`src/rtl/cpu_pkg.sv`:
```
// Shared CPU constants and the IF/ID pipeline payload type.
// The fetch address-error check is enabled by defining FETCH_EXC_EN.
package cpu_pkg;

  localparam logic [31:0] PC_RESET_ADDR = 32'h0000_3000;
  localparam int          IM_WORDS      = 4096;
  localparam logic [31:0] NOP_INSTR     = 32'h0000_0000;
  localparam logic [4:0]  EXC_NONE      = 5'd0;
  localparam logic [4:0]  EXC_ADEL      = 5'd4;

  typedef struct packed {
    logic [31:0] instr;
    logic [31:0] pc;
    logic [31:0] pc8;
    logic        valid;
    logic [4:0]  excCode;
  } ifid_t;

  // A bubble is a fully zeroed register, so reset and flush share it
  localparam ifid_t IFID_BUBBLE = '{
    instr:   NOP_INSTR,
    pc:      32'h0,
    pc8:     32'h0,
    valid:   1'b0,
    excCode: EXC_NONE
  };

endpackage

```
`src/rtl/ifid_reg.sv`:
```
// IF/ID pipeline register: reset and flush insert a bubble, stall holds,
// otherwise the fetched payload is captured.
module ifid_reg
  import cpu_pkg::*;
(
  input  logic  clk,
  input  logic  reset,
  input  logic  i_flush,
  input  logic  i_stall,
  input  ifid_t i_load,
  output ifid_t o_ifid
);

  ifid_t r_ifid;

  // Flush wins over stall so a squashed slot never survives a hazard hold
  always_ff @(posedge clk) begin
    if (reset || i_flush) begin
      r_ifid <= IFID_BUBBLE;
    end else if (!i_stall) begin
      r_ifid <= i_load;
    end
  end

  assign o_ifid = r_ifid;

endmodule

```
`src/rtl/if_fetch_unit.sv`:
```
// Instruction fetch: PC register, next-PC selection, IF/ID capture and fetch counter.
// Define FETCH_EXC_EN to raise AdEL for misaligned or out-of-text-segment PCs.
module if_fetch_unit
  import cpu_pkg::*;
#(
  parameter logic [31:0] PC_RESET = PC_RESET_ADDR,
  parameter int          IM_DEPTH = IM_WORDS
) (
  input  logic        clk,
  input  logic        reset,
  input  logic        stall,
  input  logic        flush,
  input  logic        redirect,
  input  logic [31:0] redirect_pc,
  input  logic [31:0] im_instr,
  output logic [31:0] im_addr,
  output logic [31:0] id_instr,
  output logic [31:0] id_pc,
  output logic [31:0] id_pc8,
  output logic        id_valid,
  output logic [4:0]  id_exc_code,
  output logic [31:0] fetch_cnt
);

  logic [31:0] r_pc;
  logic [31:0] r_fetchCnt;
  logic [31:0] w_pcPlus4;
  logic [31:0] w_pcPlus8;
  logic        w_load;
  ifid_t       w_loadData;
  ifid_t       w_ifid;

  if (IM_DEPTH < 1) begin : g_badDepth
    $error("if_fetch_unit: IM_DEPTH must be at least one word");
  end

  assign w_pcPlus4 = r_pc + 32'd4;
  assign w_pcPlus8 = r_pc + 32'd8;
  assign w_load    = !flush && !stall;
  assign im_addr   = r_pc;

`ifdef FETCH_EXC_EN
  localparam logic [31:0] PC_LAST = PC_RESET + 32'(4 * IM_DEPTH) - 32'd1;
  logic w_adel;

  assign w_adel = (r_pc[1:0] != 2'b00) || (r_pc < PC_RESET) || (r_pc > PC_LAST);

  // A faulting fetch still occupies a valid slot so the exception unit sees it
  always_comb begin
    w_loadData         = IFID_BUBBLE;
    w_loadData.instr   = w_adel ? NOP_INSTR : im_instr;
    w_loadData.pc      = r_pc;
    w_loadData.pc8     = w_pcPlus8;
    w_loadData.valid   = 1'b1;
    w_loadData.excCode = w_adel ? EXC_ADEL : EXC_NONE;
  end
`else
  always_comb begin
    w_loadData         = IFID_BUBBLE;
    w_loadData.instr   = im_instr;
    w_loadData.pc      = r_pc;
    w_loadData.pc8     = w_pcPlus8;
    w_loadData.valid   = 1'b1;
    w_loadData.excCode = EXC_NONE;
  end
`endif

  // Redirect is dropped while stalled; the NPC logic keeps it asserted
  always_ff @(posedge clk) begin
    if (reset) begin
      r_pc <= PC_RESET;
    end else if (!stall) begin
      r_pc <= redirect ? redirect_pc : w_pcPlus4;
    end
  end

  always_ff @(posedge clk) begin
    if (reset) begin
      r_fetchCnt <= 32'd0;
    end else if (w_load) begin
      r_fetchCnt <= r_fetchCnt + 32'd1;
    end
  end

  ifid_reg u_ifidReg (
    .clk     (clk),
    .reset   (reset),
    .i_flush (flush),
    .i_stall (stall),
    .i_load  (w_loadData),
    .o_ifid  (w_ifid)
  );

  assign id_instr    = w_ifid.instr;
  assign id_pc       = w_ifid.pc;
  assign id_pc8      = w_ifid.pc8;
  assign id_valid    = w_ifid.valid;
  assign id_exc_code = w_ifid.excCode;
  assign fetch_cnt   = r_fetchCnt;

endmodule

```
`config.mk`:
```
export PLATFORM = sky130hd
export DESIGN_NAME = if_fetch_unit
export DESIGN_NICKNAME = d
export VERILOG_FILES = /design/src/rtl/cpu_pkg.sv /design/src/rtl/ifid_reg.sv /design/src/rtl/if_fetch_unit.sv
export SDC_FILE = /design/constraint.sdc
export NUM_CORES = 1
export LEC_CHECK = 0
export CORE_AREA = 2 2 131 133
export CTS_CLUSTER_SIZE = 25
export DETAILED_ROUTE_END_ITERATION = 7
export DIE_AREA = 0 0 133 135
export PLACE_DENSITY = 0.79
export SETUP_SLACK_MARGIN = 0.5
export SLEW_MARGIN = 0
export SYNTH_ARGS = -nofsm -noshare
export SYNTH_HDL_FRONTEND = slang
export SYNTH_SLANG_ARGS = --single-unit
```
`constraint.sdc`:
```
create_clock -name clk -period 2.85 [get_ports clk]
set_clock_uncertainty 0.2 [all_clocks]
set_input_delay 0.285 -clock clk [delete_from_list [all_inputs] [get_ports clk]]
set_output_delay 0.285 -clock clk [all_outputs]
set_load 0.005 [all_outputs]
```
# After elaboration in Yosys (flattened, before gate mapping)
# Cells that the tools add are included.
[word_totals] reg_bits=161
[classes] addsub=3 n_mux=1 n_reduce_logical=4
[ops] op="$add 32x1->32 const B" count=1
[ops] op="$add 32x3->32 const B" count=1
[ops] op="$add 32x4->32 const B" count=1
[ops] op="$mux 32" count=1
[ops] op="$logic_not 1->1" count=2
[ops] op="$logic_and 1x1->1" count=1
[ops] op="$logic_or 1x1->1" count=1

# Depth between registers and ports, before layout
# Gate-level depths: netlist (run 1).
[depth] ltp_word=2 ltp_mapped=7 mapped_depth_nobuf=5

# Cells and area by module
# Synthesis (run 1) repeated with hierarchy kept, for this count alone.
[hier_totals] cells_unflattened=884 hier_area_um2=7977.7
[by_module_without_submodules] mod="if_fetch_unit" instances=1 cells_per_inst=554 area_each_um2=4214.0 seq_area_each_um2=1281.2
[by_module_without_submodules] mod="ifid_reg" instances=1 cells_per_inst=330 area_each_um2=3763.6 seq_area_each_um2=2042.0

# Least setup slack after synthesis (run 1)
# No wires, ideal clock.
[synth_timing] path_type="register to register" from="reg r_fetchCnt[0] (netlist: fetch_cnt[0])" to="reg r_fetchCnt[24] (netlist: fetch_cnt[24])" arrival_time_ps=2055 required_time_ps=2580 slack_ps=524 path_stages_with_launch=7 path_buffers=1 cell_sequence="dfxtp_1 -> ha_1 -> or3b_4 -> or3_4 -> buf_6 -> or4_1 -> a21oi_1"
[synth_between] elab_chain_len=1
[synth_rtl] element="start, declared" line="if_fetch_unit.sv:26" source="logic [31:0] r_fetchCnt;"
[synth_rtl] element="start signal, assigned" line="if_fetch_unit.sv:81" source="r_fetchCnt <= r_fetchCnt + 32'd1;"
[synth_rtl] element="$add 32x1->32" line="if_fetch_unit.sv:81"
# Every way passes these cells.
# A chain may end at the register's enable or synchronous reset.

# Worst setup path in the final report (run 1)
[layout_timing] from="reg r_fetchCnt[0] (netlist: fetch_cnt[0])" to="reg r_fetchCnt[28] (netlist: fetch_cnt[28])"
# Same word-level chain as after synthesis.

==> impl_results.md, run 1 <==
* Leakage at 3.74 nW
* Via count at 7578
* Post-Syn Area per Cell at 8.44 um^2
* Routed wire per std cell at 17.5 um
* Worst Path Required at 3010 ps
* Max_slew headroom at 42.1%
* Gp weighted congestion at 0.915
* Post-route cell area at 10600 um^2
* Port bufs at 229
* HP Class: in2reg
* Cells after DPL at 1282
* Synth area leaders: dfxtp_1 (41%), mux2i_1 (6.8%), nor2_1 (5.1%)
* Final hold violations at 0
* Core Region at 16400 um^2
* Arr. time, crit path at 2470 ps
* Worst skew pair latency at 430 ps
* CP max-delay cell: or4_1
* Number of max-cap violations at 0
* CP endpoint kind: register
* Netlist cell types at 70
* Cells after Synth at 906
* Total Die Area at 18000 um^2
* Total negative slack at 0 ps
* Yosys top cell by area: dfxtp_1
* Final Max Tran Viols at 0
* Die span in x at 133 um
* DP Worst Slack at 285 ps
* Sequential element share of the synthesized area at 41.4%
* Antenna violations before repair at 0
* Root Buffer: clkbuf_16
* F_max at 432 MHz
* Post-DR vias/cell at 5.74
* WP buf/inv at 0
* ANT nets after route at 0
* First-pass GRT wire length at 35900 um
* Nets@finish at 1160
* VDD IR max at 396 uV
* Total GRT Usage at 24.9%
* Max clock buf depth at 2
* Post-route total power at 5.14 mW
* Yosys warns at 0
* Initial detailed-routing violation count at 693
* PnR worst setup slack at 537 ps
* Top-count cell post-synth: dfxtp_1
* CTS tree: yes
* Worst-margin pin slew at 869 ps
* I/O Pins at 235
* Post-placement cell area at 9920 um^2
* Clock slew at reported path FFs at 70 ps
* Final setup viols at 0
* HPWL Detailed at 16000 um
* DRT Wirelength at 23100 um
* Crit Path Max Fanout at 6
* Hold-fix buffers, CTS at 0
* CP Launch Type: register
* Post-layout min period at 2310 ps
* Predominant post-synthesis flop cell: dfxtp_1
* Synthesized cell area at 7640 um^2
* Vias in the first global route at 6916
* Top cell type's share of synthesized area at 41.4%
* Max stage delay on crit path at 530 ps
* Critical path's top delay family: simple AND/OR/NAND/NOR gates
* Pin count of the biggest net entering global routing at 63
* Final cycle utilization of the critical path at 81.2%
* #FFs+latches synth at 158
* H-tree depth at 4
* Number of diodes at 0
* Drc violations at 0
* Crit Path Category: reg2reg
* GRT overflow at 0
* Rows at 47
* Initial core utilization at 46.6%
* Num CTS Buffers at 17
* RSZ-0062 raised after global routing: true
* Post-synth EDFFs at 0
* Post-synth ARST share at 0%
* Fin cells at 1321
* Cell Pwr Density at 486 nW/um^2
* Post-synth top cells: dfxtp_1 (158), nor2_1 (104), a21oi_1 (65), nand2_1 (63), mux2i_1 (52)
* TritonCTS Sinks at 158
* Outcome: completed
* First-pass DRT Iterations at 6
* Crit-path cells: ha_1 > or3b_4 > or3_4 > or4_1 > a21oi_1
* Die H at 135 um
* Share of post-route cells with drive strength above 1 at 9.17%
* Syn-to-layout area delta at 38.4%
==> registers in the layout, indices dropped and copies added (netlist names) <==
signal and cells:
fetch_cnt 32, im_addr 32, u_ifidReg.o_ifid 94
==> path summary, 6_finish.rpt <==
check / slack (ps) / to / startpoint / cells past startpoint
min reg2reg: 260 / u_ifidReg.o_ifid[5]$_SDFFE_PP0N_ / u_ifidReg.o_ifid[5]$_SDFFE_PP0N_ / 1
max reg2reg: 540 / fetch_cnt[28]$_SDFFE_PP0P_ / fetch_cnt[0]$_SDFFE_PP0P_ / 5
min: 80 / im_addr[3]$_SDFFE_PP0N_ / reset / 2
max: 540 / fetch_cnt[28]$_SDFFE_PP0P_ / fetch_cnt[0]$_SDFFE_PP0P_ / 5
==> worst reg2reg max path, delay by kind of cell, from the launching register on <==
kind	cells	cell delay (ps)
adders and majority gates	1	160
and+or+nand+nor	3	1370
AOI/OAI and AO/OA	1	160
DFF	1	370
==> per-layer routing <==
layer	share of wire (%)	global-route usage [%]	routed length (um)	up-vias
li1	-	-	-	3631
met2	47	39.3	10900	368
met5	0	0	0	-
met3	7.2	4.92	1670	38
met1	44	33.6	10200	3541
met4	1.9	9.92	442	0
==> repair_timing <==
item,4_1_cts,5_1_grt
setup endpoints to repair,14,28
gates resized for setup,3,11
pin swaps,2,3
cloned,1,1
setup buffers,2,3
==> cell families (layout without fill, tap and decap cells) <==
group                    count (synthesis)  count (layout)  share of synthesized area (%)
AO/OA/AOI/OAI                          202             202                           17.3
multiplexers                            55              55                           7.25
AND/OR/NAND/NOR                        347             349                           23.4
other                                    1               5                         0.0491
adder cells (fa/ha/maj)                  3               3                          0.491
XOR/XNOR                                13              13                           1.49
buffers and inverters                  127             316                           8.60
flip-flops                             158             158                           41.4
==> power breakdown <==
part	internal [mW]	switching, mW
Combinational	0.320	0.281
Sequential	2.27	0.0612
Clock	1.22	0.986
==> cell usage in the layout (no fill, tap or decap), types with 5 or more instances in the layout <==
cell type          n
a211oi_1          16
a21oi_1           65
a22oi_1            5
a311oi_1          11
a31oi_1           14
and2_1             8
and3_1             9
and4_1            11
buf_4             40
clkbuf_16         17
clkdlybuf4s50_1  227
conb_1             5
dfxtp_1          153
inv_1             12
mux2i_1           52
nand2_1           63
nand2b_1           9
nand3_1           27
nand4_1           26
nor2_1           104
nor2b_1            9
nor3_1            17
nor4_1            13
o21ai_0           31
o31ai_1           20
or3_1             11
or3_4              5
or4_1             20
xnor2_1            8
xor2_1             5
==> layout make-up <==
class	instances	area, um^2
sequential	158	3170
multi-input combinational	627	3880
fill	1371	5830
tap	220	275
inverter	13	48.8
clock inverter	14	136
clock buffer	18	429
timing repair buffer	271	2630
==> through the flow <==
step                hold WS, ps  utilization, %
floorplan                   221               -
global placement            236            60.5
detailed placement          243            60.5
CTS                        48.0            64.1
global route               84.4            64.5
finish                     78.2            64.5
Power figures use the tool's default switching activity.
==> run 2, diff against run 1 <==
- clock period: 2.85 -> 2.3 ns (I/O delays scaled with it)
==> run 2 against run 1 <==
Final area up 17%. Global-route usage up 4.7 points. Combinational power increased by 50%. Critical path type unchanged. Flip-flop and latch count stayed put. Sequential share of layout area fell by 3.3 points. Worst setup slack worse by 510 ps. Fmax rose by 1.9%.
==> impl_results.md, run 2 (synthesis results as in run 1) <==
* Outcome: completed
* Crit Path Max Fanout at 10
* Number of flip-flops in the largest register at 94
* Clock slew at reported path FFs at 70 ps
* Worst Setup EP: fetch_cnt[22]$_SDFFE_PP0P_
* Syn-to-layout area delta at 61.4%
* Share of post-route cells with drive strength above 1 at 27.6%
* Most frequent cells in the layout: clkdlybuf4s50_1 (182), buf_4 (120), nor2_1 (102), dfxtp_1 (102), nand2_1 (62)
* Total GRT Usage at 29.6%
* VDD IR max at 544 uV
* Total Die Area at 18000 um^2
* Net Sw Power at 1.71 mW
* Die span in x at 133 um
* TritonCTS Sinks at 158
* Max clock buf depth at 2
* Core Region at 16400 um^2
* H-tree depth at 4
* First-pass GRT wire length at 42200 um
* Leakage at 5.01 nW
* Logic pwr share at 13.1%
* Worst-margin pin slew at 797 ps
* Post-layout min period at 2270 ps
* Pin count of the biggest net entering global routing at 56
* Worst skew pair latency at 430 ps
* Arr. time, crit path at 2370 ps
* Cells after DPL at 1316
* CP endpoint kind: register
* Initial detailed-routing violation count at 916
* Final setup viols at 0
* Final Max Tran Viols at 0
* Vias in the first global route at 7931
* Reg2Reg Depth at 5
* First-pass DRT Iterations at 8
* Cell Pwr Density at 557 nW/um^2
* Final cycle utilization of the critical path at 98.7%
* PnR worst setup slack at 30.9 ps
* Clk pwr share at 45.1%
* F_max at 441 MHz
* Root Buffer: clkbuf_16
* Worst reg2reg endpoint: fetch_cnt[22]$_SDFFE_PP0P_
* Sequential group share of total power at 41.7%
* HPWL Detailed at 17400 um
* Num CTS Buffers at 17
* I/O Pins at 235
* Fin cells at 1446
* RR Startpoint: fetch_cnt[1]$_SDFFE_PP0P_
* Switching Fraction at 24.9%
* Number of max-cap violations at 0
* DRT Wirelength at 29400 um
* Crit Path Category: reg2reg
* CP Launch Type: register
* Fillers at 1095
* Drc violations at 0
* Worst Path Required at 2400 ps
* Gp weighted congestion at 0.899
* ANT nets after route at 0
* Post-DR vias/cell at 6.00
* DP Worst Slack at -212 ps
* RSZ-0062 raised after global routing: true
* P_int at 5.16 mW
* Final hold violations at 0
* HP Class: in2reg
* Reg-to-reg slack, setup at 30 ps
* Nets@finish at 1284
* Initial core utilization at 46.6%
* CTS tree: yes
* Antenna violations before repair at 2
* Rows at 47
* Port bufs at 229
* Routed wire per std cell at 20.3 um
* Die H at 135 um
* Max_slew headroom at 46.9%
* Setup crit start: fetch_cnt[1]$_SDFFE_PP0P_
* GRT overflow at 0
* Via count at 8679
* Commonest non-fill, non-tap cell in the layout: clkdlybuf4s50_1
[run 2: changes by cell type in the layout (fill, tap and decap cells not counted), moves of 6 or more]
cell / previous run / this run
buf_4: 40 / 120
buf_6: 1 / 42
clkdlybuf4s50_1: 227 / 182
dfxtp_1: 153 / 102
dfxtp_2: 3 / 34
dfxtp_4: 2 / 22
dlygate4sd2_1: 0 / 31
dlymetal6s2s_1: 0 / 13
nor3_1: 17 / 6
nor3_2: 0 / 7
nor4_1: 13 / 7
o31ai_1: 20 / 13
or4_1: 20 / 14
or4_4: 1 / 8
[run 2: per-stage QoR]
stage	power [mW]	cell area, um^2	utilization [%]	setup TNS [ps]	hold slack [ps]
finish	6.87	12300	75.2	0	67.9
global route	7.08	12300	75.1	0	59.1
detailed placement	3.73	10300	63.1	-1680	242
CTS	6.83	11800	71.9	0	41.7
global placement	3.72	10300	63.1	-1090	245
floorplan	3.36	7970	-	0	166
[run 2: power by group through the flow]
stage | logic, mW | registers [mW] | clock network (mW)
3_3_place_gp | 0.780 | 2.94 | 0
4_1_cts | 0.847 | 2.87 | 3.11
5_1_grt | 0.960 | 2.88 | 3.24
3_5_place_dp | 0.790 | 2.94 | 0
6_report | 0.902 | 2.87 | 3.10
2_1_floorplan | 0.426 | 2.93 | 0
[run 2: area by class of cell]
class	instances	area [um^2]	area share, %
diodes	1	2.50	0.0203
clock buffers	19	454	3.68
clock inverters	13	184	1.49
inverters	13	48.8	0.396
multi-input cells	628	4360	35.3
flip-flops and latches	158	3290	26.7
well taps	220	275	2.23
repair buffers	394	3720	30.2
[run 2: how the worst min path moves through the flow]
stage                                           startpoint  slack (ps)                               end  cells after the start
after floorplan                             redirect_pc[0]         170           im_addr[0]$_SDFFE_PP0P_                      2
after global placement    u_ifidReg.o_ifid[5]$_SDFFE_PP0N_         250  u_ifidReg.o_ifid[5]$_SDFFE_PP0N_                      1
after detailed placement  u_ifidReg.o_ifid[5]$_SDFFE_PP0N_         240  u_ifidReg.o_ifid[5]$_SDFFE_PP0N_                      1
after CTS                                            reset          40          im_addr[30]$_SDFFE_PP0N_                      3
after global routing                                 reset          60          im_addr[30]$_SDFFE_PP0N_                      3
final                                                reset          70          im_addr[30]$_SDFFE_PP0N_                      3
[run 2: timing repair]
item	4_1_cts	5_1_grt
pin swaps	37	44
gates cloned	5	1
setup endpoints to repair	106	120
resized for setup	125	95
hold buffers	0	0
buffers inserted	68	23
[run 2: worst max-delay path, cell delays in order (launching register included)]
cell,delay (ps)
dfxtp_4,360
ha_4,130
or3b_4,420
or3_4,460
o31ai_1,450
a21oi_2,120
[run 2: metal layers]
| layer | wire length [um] | up-vias | global-route usage (%) |
|---|---|---|---|
| met5 | 0 | - | 0 |
| met4 | 1580 | 0 | 14.3 |
| met3 | 2990 | 154 | 7.43 |
| met2 | 14200 | 572 | 50.1 |
| met1 | 10600 | 4073 | 35.3 |
| li1 | - | 3880 | - |
